**src/rtl/pc_sequencer.sv**
```systemverilog
// Fetch program counter with a circular LIFO of saved return PCs for nested handlers.
// Optional user-mode illegal-PC comparator is built only when ILLEGAL_PC_CHECK_EN is defined.
module pc_sequencer #(
    parameter logic [15:0] RESET_PC    = 16'h0000,
    parameter int          STACK_DEPTH = 4,
    parameter logic [15:0] USER_PC_MIN = 16'h0400
) (
    input  logic        clk,
    input  logic        rst,
    input  logic        IFID_Stall,
    input  logic        J,
    input  logic [15:0] J_R,
    input  logic        Store_Current,
    input  logic        Ret,
    input  logic [1:0]  Mode,
    output logic [15:0] PC,
    output logic [15:0] PC_plus1,
    output logic        Illegal_PC,
    output logic [3:0]  Depth,
    output logic        Overflow,
    output logic        Underflow
);

    localparam int         PTR_W      = (STACK_DEPTH > 1) ? $clog2(STACK_DEPTH) : 1;
    localparam logic [3:0] DEPTH_FULL = 4'(STACK_DEPTH);

    logic [15:0]      r_pc;
    logic [15:0]      r_stack [STACK_DEPTH];
    logic [PTR_W-1:0] r_top;          // next free slot; newest entry sits at r_top-1
    logic [3:0]       r_depth;
    logic             r_overflow;
    logic             r_underflow;

    logic [15:0]      w_pc_inc;
    logic [15:0]      w_pc_next;
    logic [PTR_W-1:0] w_top_prev;
    logic             w_push;
    logic             w_pop;
    logic             w_pop_empty;

    assign w_pc_inc   = r_pc + 16'd1;
    assign w_top_prev = r_top - PTR_W'(1);

    always_comb begin
        w_push      = J & Store_Current;
        w_pop       = ~J & Ret & (r_depth != 4'd0);
        w_pop_empty = ~J & Ret & (r_depth == 4'd0);
        w_pc_next   = w_pc_inc;
        if (J) begin
            w_pc_next = J_R;
        end else if (w_pop) begin
            w_pc_next = r_stack[w_top_prev];
        end else if (IFID_Stall) begin
            w_pc_next = r_pc;
        end
    end

    always_ff @(posedge clk) begin
        if (rst) begin
            r_pc        <= RESET_PC;
            r_top       <= '0;
            r_depth     <= 4'd0;
            r_overflow  <= 1'b0;
            r_underflow <= 1'b0;
        end else begin
            r_pc        <= w_pc_next;
            r_underflow <= w_pop_empty;
            if (w_push) begin
                // A full stack wraps onto its oldest slot, so LIFO order of the newest entries survives.
                r_top <= r_top + PTR_W'(1);
                if (r_depth == DEPTH_FULL) begin
                    r_overflow <= 1'b1;
                end else begin
                    r_depth <= r_depth + 4'd1;
                end
            end else if (w_pop) begin
                r_top   <= w_top_prev;
                r_depth <= r_depth - 4'd1;
            end
        end
    end

    always_ff @(posedge clk) begin
        if (!rst && w_push) begin
            r_stack[r_top] <= r_pc;
        end
    end

    assign PC        = r_pc;
    assign PC_plus1  = w_pc_inc;
    assign Depth     = r_depth;
    assign Overflow  = r_overflow;
    assign Underflow = r_underflow;

`ifdef ILLEGAL_PC_CHECK_EN
    logic w_unused_mode;
    assign w_unused_mode = Mode[0];
    assign Illegal_PC    = ~Mode[1] & (r_pc < USER_PC_MIN);
`else
    logic w_unused_cfg;
    assign w_unused_cfg = ^{Mode, USER_PC_MIN};
    assign Illegal_PC   = 1'b0;
`endif

endmodule

```
**config.mk**
```make
export PLATFORM = sky130hd
export DESIGN_NAME = pc_sequencer
export DESIGN_NICKNAME = d
export VERILOG_FILES = /design/src/rtl/pc_sequencer.sv
export SDC_FILE = /design/constraint.sdc
export NUM_CORES = 1
export LEC_CHECK = 0
export ABC_AREA = 0
export BUFFER_PORTS_ARGS = -buffer_cell sky130_fd_sc_hd__buf_2
export CAP_MARGIN = 10
export CORE_MARGIN = 3
export CORE_UTILIZATION = 59
export DETAILED_ROUTE_END_ITERATION = 10
export PLACE_DENSITY = 0.92
export SYNTH_ARGS = -nofsm -noshare
export SYNTH_HDL_FRONTEND = slang
export SYNTH_SLANG_ARGS = --single-unit
```
**constraint.sdc**
```tcl
create_clock -name clk -period 6.47 [get_ports clk]
set_input_delay 0 -clock clk [delete_from_list [all_inputs] [get_ports clk]]
set_output_delay 0 -clock clk [all_outputs]
set_load 0.03 [all_outputs]
```
==> impl_metrics.yaml, run 1 <==
floorplan:
  rows: 29
  die_y_um: 89.1
  coreArea_um2: 6530
  ioPinCount: 63
  die_area_um2: 7930
  die_w_um: 89.1
  initial_core_util_pct: 62.3
status:
  status: "completed"
clocking:
  clk_path_buf_depth: 2
  insertion_delay_ps: 360
  cts_buffers: 9
  cts_tree: "done"
  h-tree-depth: 3
  cts-root-buf: "clkbuf_8"
  post-cts-setup-buffers: 0
  clock_sinks: 88
  path_clk_slew_ps: 90
worst_setup_path:
  cp_cell_sequence: "buf_4, inv_1, ha_1, mux4_2, a211o_1, a31oi_1, a211oi_1"
  critPathKind: "reg -> reg"
  crit_path_end_kind: "flop"
  critPathArrivalTime_ps: 3010
  critPathLaunchType: "flop"
  rr_worst_depth: 7
  cp.required_ps: 6700
  rrSetupSlack_ps: 3690
  slowest_stage: "ha_1"
  reg2reg_from: "r_top[0]"
  r2r_end: "PC[11]"
  cp_slowest_stage_delay_ps: 900
  cp_max_fo: 20
finish:
  seqCellArea_um2: 2400
  antenna_cells: 0
  final_common_cell: "edfxtp_1"
  num-nets-final: 413
  multi_input_comb_area_um2: 1550
  fillers: 463
  drive_gt1_share_pct: 27.1
  synthToLayoutAreaGrowth_pct: 16.8
  mostFrequentLayoutCells: "edfxtp_1, buf_2, nand2_1"
synthesis:
  yosysWarnings: 0
  postSynth.topFlopCell: "edfxtp_1"
  synthTopCellsByArea: "edfxtp_1, dfxtp_1, mux4_2"
  syn_nets: 345
  synth_top_area_share_pct: 47.2
  synthArstFlopShare_pct: 0
  synth.avg_cell_area_um2: 13.0
  syn_area_um2: 4070
  ys_seq_area_share_pct: 59.0
  synthCells: 314
  synth_top_cell_by_area: "edfxtp_1"
  synth_cell_types: 55
  ys_ff_latch: 88
  synth_edf_count: 64
hold_path:
  hp-class: "in -> reg"
  holdPathStages: 3
  min_from: "Ret"
  min_to: "Underflow"
sta:
  hold_violations: 0
  tightest_slew_ps: 984
  timing.final.ws_setup_ps: 3690
  maxSlewViolCount: 0
  finalCritPeriodShare_pct: 42.9
  relSlewSlack_pct: 34.3
  max_freq_mhz: 360
  grt_setup_unrepaired: "no"
  period_minus_slack_ps: 2780
  fin_tns_setup_ps: 0
  setup_viol: 0
  skew_ps: 12.4
detailed_routing:
  drt_pass1_iterations: 7
  routedWlPerCell_um: 20.2
  drc: 0
  ant_nets: 0
  viasPerCell: 6.34
  vias: 2942
  drt_iter0_markers: 370
  drt-total-wl_um: 9370
job:
  maxCapViolations: 0
pwr:
  p_per_area_nw_per_um2: 291
  ir_worst_vdd_mv: 0.175
  power_leakage_nw: 1.76
global_routing:
  gr-usage-all-layers_pct: 26.4
  grt_max_degree: 30
  grt_pass1_vias: 3010
  globalRouteOverflowTotal: 0
  antenna_found_initial: 0
  grt_pass1_wl_um: 15200
place:
  place_ws_ps: 3670
  hpwl_um: 5950
  gp_congestion: 0.806
  io_buffers: 59
## layout make-up
| type | instances | area share [%] |
|---|---|---|
| flip-flops and latches | 88 | 50.6 |
| multi-input cells | 196 | 32.7 |
| repair buffers | 78 | 10.1 |
| clock buffers | 11 | 2.76 |
| well taps | 77 | 2.03 |
| clock inverters | 5 | 1.21 |
| inverters | 9 | 0.711 |
## power by group
part           internal, mW  switching [mW]  leakage [nW]
combinational         0.137           0.194         0.882
clock                 0.178           0.187        0.0872
sequential            0.641          0.0446         0.787
## registers in the layout, summed over array words and instances, names as in the netlist
signal	flops
r_stack	64
PC	16
Depth	4
r_top	2
Overflow	1
Underflow	1
## logic make-up (layout without fill, tap and decap cells)
| logic type | Yosys count | after routing | share of synthesized area (%) |
|---|---|---|---|
| compound gates | 56 | 56 | 9.25 |
| xor+xnor | 24 | 24 | 5.16 |
| fa+ha+maj | 7 | 7 | 2.15 |
| buf+inv | 30 | 103 | 3.63 |
| flops | 88 | 88 | 59.0 |
| mux | 18 | 18 | 9.35 |
| other cells | 1 | 1 | 0.0921 |
| simple gates | 90 | 90 | 11.3 |
## synth_stat cells, types with 3 or more instances
master    count
a21oi_1      14
nand4_1       4
nand2_1      25
dfxtp_1      24
buf_4         3
inv_1         7
a211oi_1      3
o22ai_1       6
buf_2         7
nor4_1        5
o21ai_0       7
mux4_2       16
or3_1         3
xor2_1        9
nand3_1       6
a31oi_1       5
nor3_1        5
nor2_1       21
nor3b_1       5
xnor2_1      15
ha_1          7
edfxtp_1     64
clkbuf_1      9
## stage by stage
step                      util [%]  cells  hold WS, ps  power (mW)  instance area (µm²)
after floorplan                  -    314          145       0.937                 4070
after global placement        67.4    432          262        1.01                 4400
after detailed placement      67.4    432          269        1.02                 4400
after CTS                     72.8    464         52.3        1.39                 4750
after global routing          72.8    464         77.0        1.45                 4750
final                         72.8    464         65.1        1.38                 4750
## routing by layer
layer  routed length, µm  global-route usage (%)  up-vias
li1                    -                       -     1319
met1                3520                    32.4     1420
met2                4710                    44.2      172
met3                 914                    6.82       31
met4                 228                    11.0        0
met5                   0                    3.90        -
## critical path, delay by kind of cell (launching register included)
family | cells | cell delay, ps
multiplexers | 1 | 430
flip-flops | 1 | 320
adder cells (fa/ha/maj) | 1 | 900
AO/OA/AOI/OAI | 3 | 520
buffers and inverters | 2 | 480
## how the worst max path moves through the flow
stage                   from            end  slack, ps  cells after the start
floorplan           r_top[0]  r_stack[2][0]       3880                      5
global placement    r_top[0]         PC[11]       3790                      7
detailed placement  r_top[0]         PC[11]       3670                      7
CTS                 r_top[0]         PC[11]       3670                      7
global route        r_top[0]         PC[11]       3470                      7
finish              r_top[0]         PC[11]       3690                      7
## what timing repair did
item	CTS	global route
hold endpoints to repair	16	0
resized for setup	0	0
hold buffers	16	0
(Power assumes the default switching activity.)
==> run 2: changes to the inputs <==
Settings changed: CORE_UTILIZATION 59 to 56, PLACE_DENSITY 0.92 to 0.89.
Clock period 6.47 ns to 2.6 ns, I/O delays scaled along.
==> impl_metrics.yaml, run 2 (synthesized netlist as in run 1, its figures left out) <==
status:
  status: "completed"
detailed_routing:
  drc: 0
  viasPerCell: 5.99
  vias: 2911
  drt_pass1_iterations: 4
  routedWlPerCell_um: 19.4
  drt_iter0_markers: 341
  ant_nets: 0
  drt-total-wl_um: 9440
sta:
  maxSlewViolCount: 0
  fin_tns_setup_ps: 0
  grt_setup_unrepaired: "no"
  hold_violations: 0
  skew_ps: 12.3
  tightest_slew_ps: 671
  finalCritPeriodShare_pct: 92.0
  relSlewSlack_pct: 55.0
  setup_viol: 0
  period_minus_slack_ps: 2390
  finalHoldWorstSlack_ps: 6.30
  max_freq_mhz: 418
place:
  placed_area_um2: 4470
  io_buffers: 59
  hpwl_um: 6180
  dp.cells: 458
  gp_congestion: 0.865
finish:
  drive_gt1_share_pct: 29.5
  final_common_cell: "edfxtp_1"
  fillers: 495
  regMostFlops: "r_stack"
  multi_input_comb_area_um2: 1550
  mostFrequentLayoutCells: "edfxtp_1, buf_2, nand2_1"
  final_area_um2: 4790
  num-nets-final: 416
  largest_reg_flops: 64
  seqCellArea_um2: 2400
  synthToLayoutAreaGrowth_pct: 17.6
  stdcell_count: 486
  antenna_cells: 0
floorplan:
  rows: 30
  coreArea_um2: 6910
  die_y_um: 91.3
  die_w_um: 91.3
  die_area_um2: 8330
  ioPinCount: 63
  initial_core_util_pct: 58.9
clocking:
  path_clk_slew_ps: 90
  clock_sinks: 88
  h-tree-depth: 3
  cts-root-buf: "clkbuf_8"
  cts_tree: "done"
  post-cts-setup-buffers: 0
  cts_buffers: 9
  insertion_delay_ps: 350
  ctsResizeCount: 0
  clk_path_buf_depth: 2
global_routing:
  busiest_layer: "met2"
  grt_util_met2_pct: 39.7
  antenna_found_initial: 0
  met1_usage_pct: 31.7
  grt.met3_usage_pct: 4.72
  gr-usage-all-layers_pct: 23.9
  grt_pass1_wl_um: 15300
  globalRouteOverflowTotal: 0
  grt_pass1_vias: 2919
  grt_max_degree: 30
worst_setup_path:
  cp_slowest_stage_delay_ps: 570
  critPathArrivalTime_ps: 2390
  crit_buf_inv: 1
  cp.required_ps: 2600
  crit_path_end_kind: "output port"
  cp_max_fo: 11
  cp_num_cells: 6
  slowest_stage: "dfxtp_1"
  crit_family: "simple AND/OR/NAND/NOR gates"
  rr_worst_depth: 6
  cp_cell_sequence: "ha_1, and4_1, nand2b_1, o21a_1, or2_2, buf_2"
  critPathLaunchType: "flop"
  critPathKind: "reg -> out"
hold_path:
  hp-class: "in -> reg"
  holdPathStages: 3
pwr:
  power_leakage_nw: 1.79
  p_per_area_nw_per_um2: 724
  ir_worst_vdd_mv: 0.377
job:
  maxCapViolations: 0
## run 2: stage by stage
stage	total power, mW	utilization [%]	setup WS (ps)
2_1_floorplan	2.33	-	11.4
6_report	3.47	69.3	209
4_1_cts	3.47	69.3	230
5_1_grt	3.62	69.3	54.3
3_3_place_gp	2.51	64.8	519
3_5_place_dp	2.55	64.8	458
## run 2: routing by layer
metal | share of wire [%] | wire, µm
met2 | 51 | 4780
met1 | 39 | 3690
met3 | 8.8 | 833
met4 | 1.5 | 138
met5 | 0 | 0
## run 2: tightest hold or removal path, delay by kind of cell
| family | cells | cell delay (ps) |
|---|---|---|
| buffers and inverters | 1 | 100 |
| AND/OR/NAND/NOR | 1 | 80 |
| AO/OA/AOI/OAI | 1 | 140 |
## run 2: cell type report
| class | instances | area share [%] |
|---|---|---|
| Clock inverter | 7 | 1.46 |
| Inverter | 9 | 0.706 |
| Clock buffer | 9 | 2.59 |
| Multi-Input combinational cell | 196 | 32.3 |
| Timing Repair Buffer | 81 | 10.2 |
| Tap cell | 96 | 2.51 |
| Sequential cell | 88 | 50.2 |
## run 2: worst paths after layout
check | start | end | slack [ps]
hold / removal | J_R[10] | PC[10] | 6
setup reg to reg | r_top[1] | PC[8] | 400
hold reg to reg | Overflow | Overflow | 500
setup / recovery | PC[0] | PC_plus1[14] | 210
## run 2: report_power, final
part | internal (mW) | switching [mW]
Clock | 0.444 | 0.489
Combinational | 0.346 | 0.488
Sequential | 1.59 | 0.106
## run 2: what timing repair did
item	CTS	global route
endpoints found under the setup margin	0	0
hold buffers	12	0
hold endpoints to repair	12	0
==> run 3: changes to the inputs <==
Settings changed: CELL_PAD_IN_SITES_DETAIL_PLACEMENT set to 1, CELL_PAD_IN_SITES_GLOBAL_PLACEMENT set to 1, CORE_UTILIZATION 56 to 46, PLACE_DENSITY 0.89 to 0.9.
==> impl_metrics.yaml, run 3 (synthesized netlist as in run 1, its figures left out) <==
finish:
  antenna_cells: 0
  synthToLayoutAreaGrowth_pct: 17.9
  final_core_util_pct: 57.0
  stdcell_count: 496
  final_common_cell: "edfxtp_1"
  mostFrequentLayoutCells: "edfxtp_1, buf_2, nand2_1"
  fillers: 870
  final_area_um2: 4800
  largest_reg_flops: 64
  num-nets-final: 417
  regMostFlops: "r_stack"
  drive_gt1_share_pct: 29.7
global_routing:
  grt_pass1_wl_um: 17100
  grt_pass1_vias: 3057
  antenna_found_initial: 0
  globalRouteOverflowTotal: 0
  grt_max_degree: 30
  gr-usage-all-layers_pct: 22.9
sta:
  finalCritPeriodShare_pct: 92.3
  grt_setup_unrepaired: "no"
  setup_viol: 0
  period_minus_slack_ps: 2400
  relSlewSlack_pct: 55.5
  finalHoldWorstSlack_ps: 22.5
  fin_tns_setup_ps: 0
  hold_violations: 0
  tightest_slew_ps: 667
  max_freq_mhz: 417
  skew_ps: 8.71
  maxSlewViolCount: 0
  timing.final.ws_setup_ps: 201
hold_path:
  hp-class: "in -> reg"
pwr:
  p_per_area_nw_per_um2: 715
  ir_worst_vdd_mv: 0.417
  p_int_mw: 2.30
  combPwrFrac_pct: 24.9
  finalPower_mw: 3.43
  p_sw_share_pct: 33.0
  clkPwrFrac_pct: 25.3
  power_leakage_nw: 1.78
  pwr-share-seq_pct: 49.8
  switching_power_mw: 1.13
clocking:
  clk_path_buf_depth: 2
  cts_buffers: 9
  clock_sinks: 88
  cts-root-buf: "clkbuf_8"
  path_clk_slew_ps: 90
  insertion_delay_ps: 360
  cts_tree: "done"
  post-cts-setup-buffers: 0
  h-tree-depth: 3
floorplan:
  coreArea_um2: 8420
  ioPinCount: 63
  initial_core_util_pct: 48.3
  die_y_um: 100
  die_w_um: 100
  die_area_um2: 10000
  rows: 33
detailed_routing:
  drt-total-wl_um: 10800
  routedWlPerCell_um: 21.8
  drt_pass1_iterations: 4
  viasPerCell: 5.90
  ant_nets: 0
  drt_iter0_markers: 225
  vias: 2925
  drc: 0
place:
  dp.cells: 467
  placed_area_um2: 4490
  io_buffers: 59
  place_ws_ps: 489
  gp_congestion: 0.805
  hpwl_um: 7120
worst_setup_path:
  cp.required_ps: 2600
  critPathLaunchType: "flop"
  cp_slowest_stage_delay_ps: 530
  critPathKind: "reg -> out"
  critPathArrivalTime_ps: 2400
  cp_max_fo: 10
  crit_path_end_kind: "output port"
  cp_cell_sequence: "ha_1, and4_1, nand2b_1, o21a_1, or2_2, buf_2"
  slowest_stage: "dfxtp_1"
status:
  status: "completed"
job:
  maxCapViolations: 0
## run 3: final cells by class
type | instances | area [µm²] | share of cell area (%)
clock inverters | 7 | 51.3 | 1.07
multi-input cells | 196 | 1550 | 32.4
flip-flops and latches | 88 | 2400 | 50.1
clock buffers | 9 | 124 | 2.58
well taps | 105 | 131 | 2.74
inverters | 9 | 33.8 | 0.704
repair buffers | 82 | 500 | 10.4
## run 3: repair_timing
item                                    in CTS  in global routing
endpoints found under the setup margin       0                  1
gates resized for setup                      0                  1
hold buffers                                13                  0
endpoints found under the hold margin       13                  0
## run 3: routing by layer
layer  global-route usage (%)  vias to the layer above  share of wire [%]  routed length, µm
li1                         -                     1322                  -                  -
met1                     30.7                     1486                 43               4600
met2                     38.8                      107                 50               5390
met3                     3.54                       10                6.6                713
met4                     6.53                        0                1.0                111
met5                        0                        -                  0                  0
## run 3: path summary, 6_finish.rpt
path	startpoint	endpoint	slack (ps)	cells past startpoint
setup / recovery	PC[1]	PC_plus1[14]	200	6
hold / removal	J_R[5]	PC[5]	20	3
hold reg to reg	Overflow	Overflow	510	1
setup reg to reg	PC[1]	PC[10]	440	6
## run 3: worst max-delay path: cells and delay by family, from the launching register on
family,cells,cell delay (ps)
buffers and inverters,1,180
flip-flops,1,530
AND/OR/NAND/NOR,3,770
AO/OA/AOI/OAI,1,260
adder cells (fa/ha/maj),1,300
## run 3: power groups by stage
stage	Clock (mW)	Sequential [mW]	Combinational [mW]
after floorplan	0	1.78	0.550
after global placement	0	1.72	0.810
after detailed placement	0	1.74	0.840
after CTS	0.880	1.71	0.863
after global routing	0.937	1.72	0.924
final	0.868	1.71	0.855
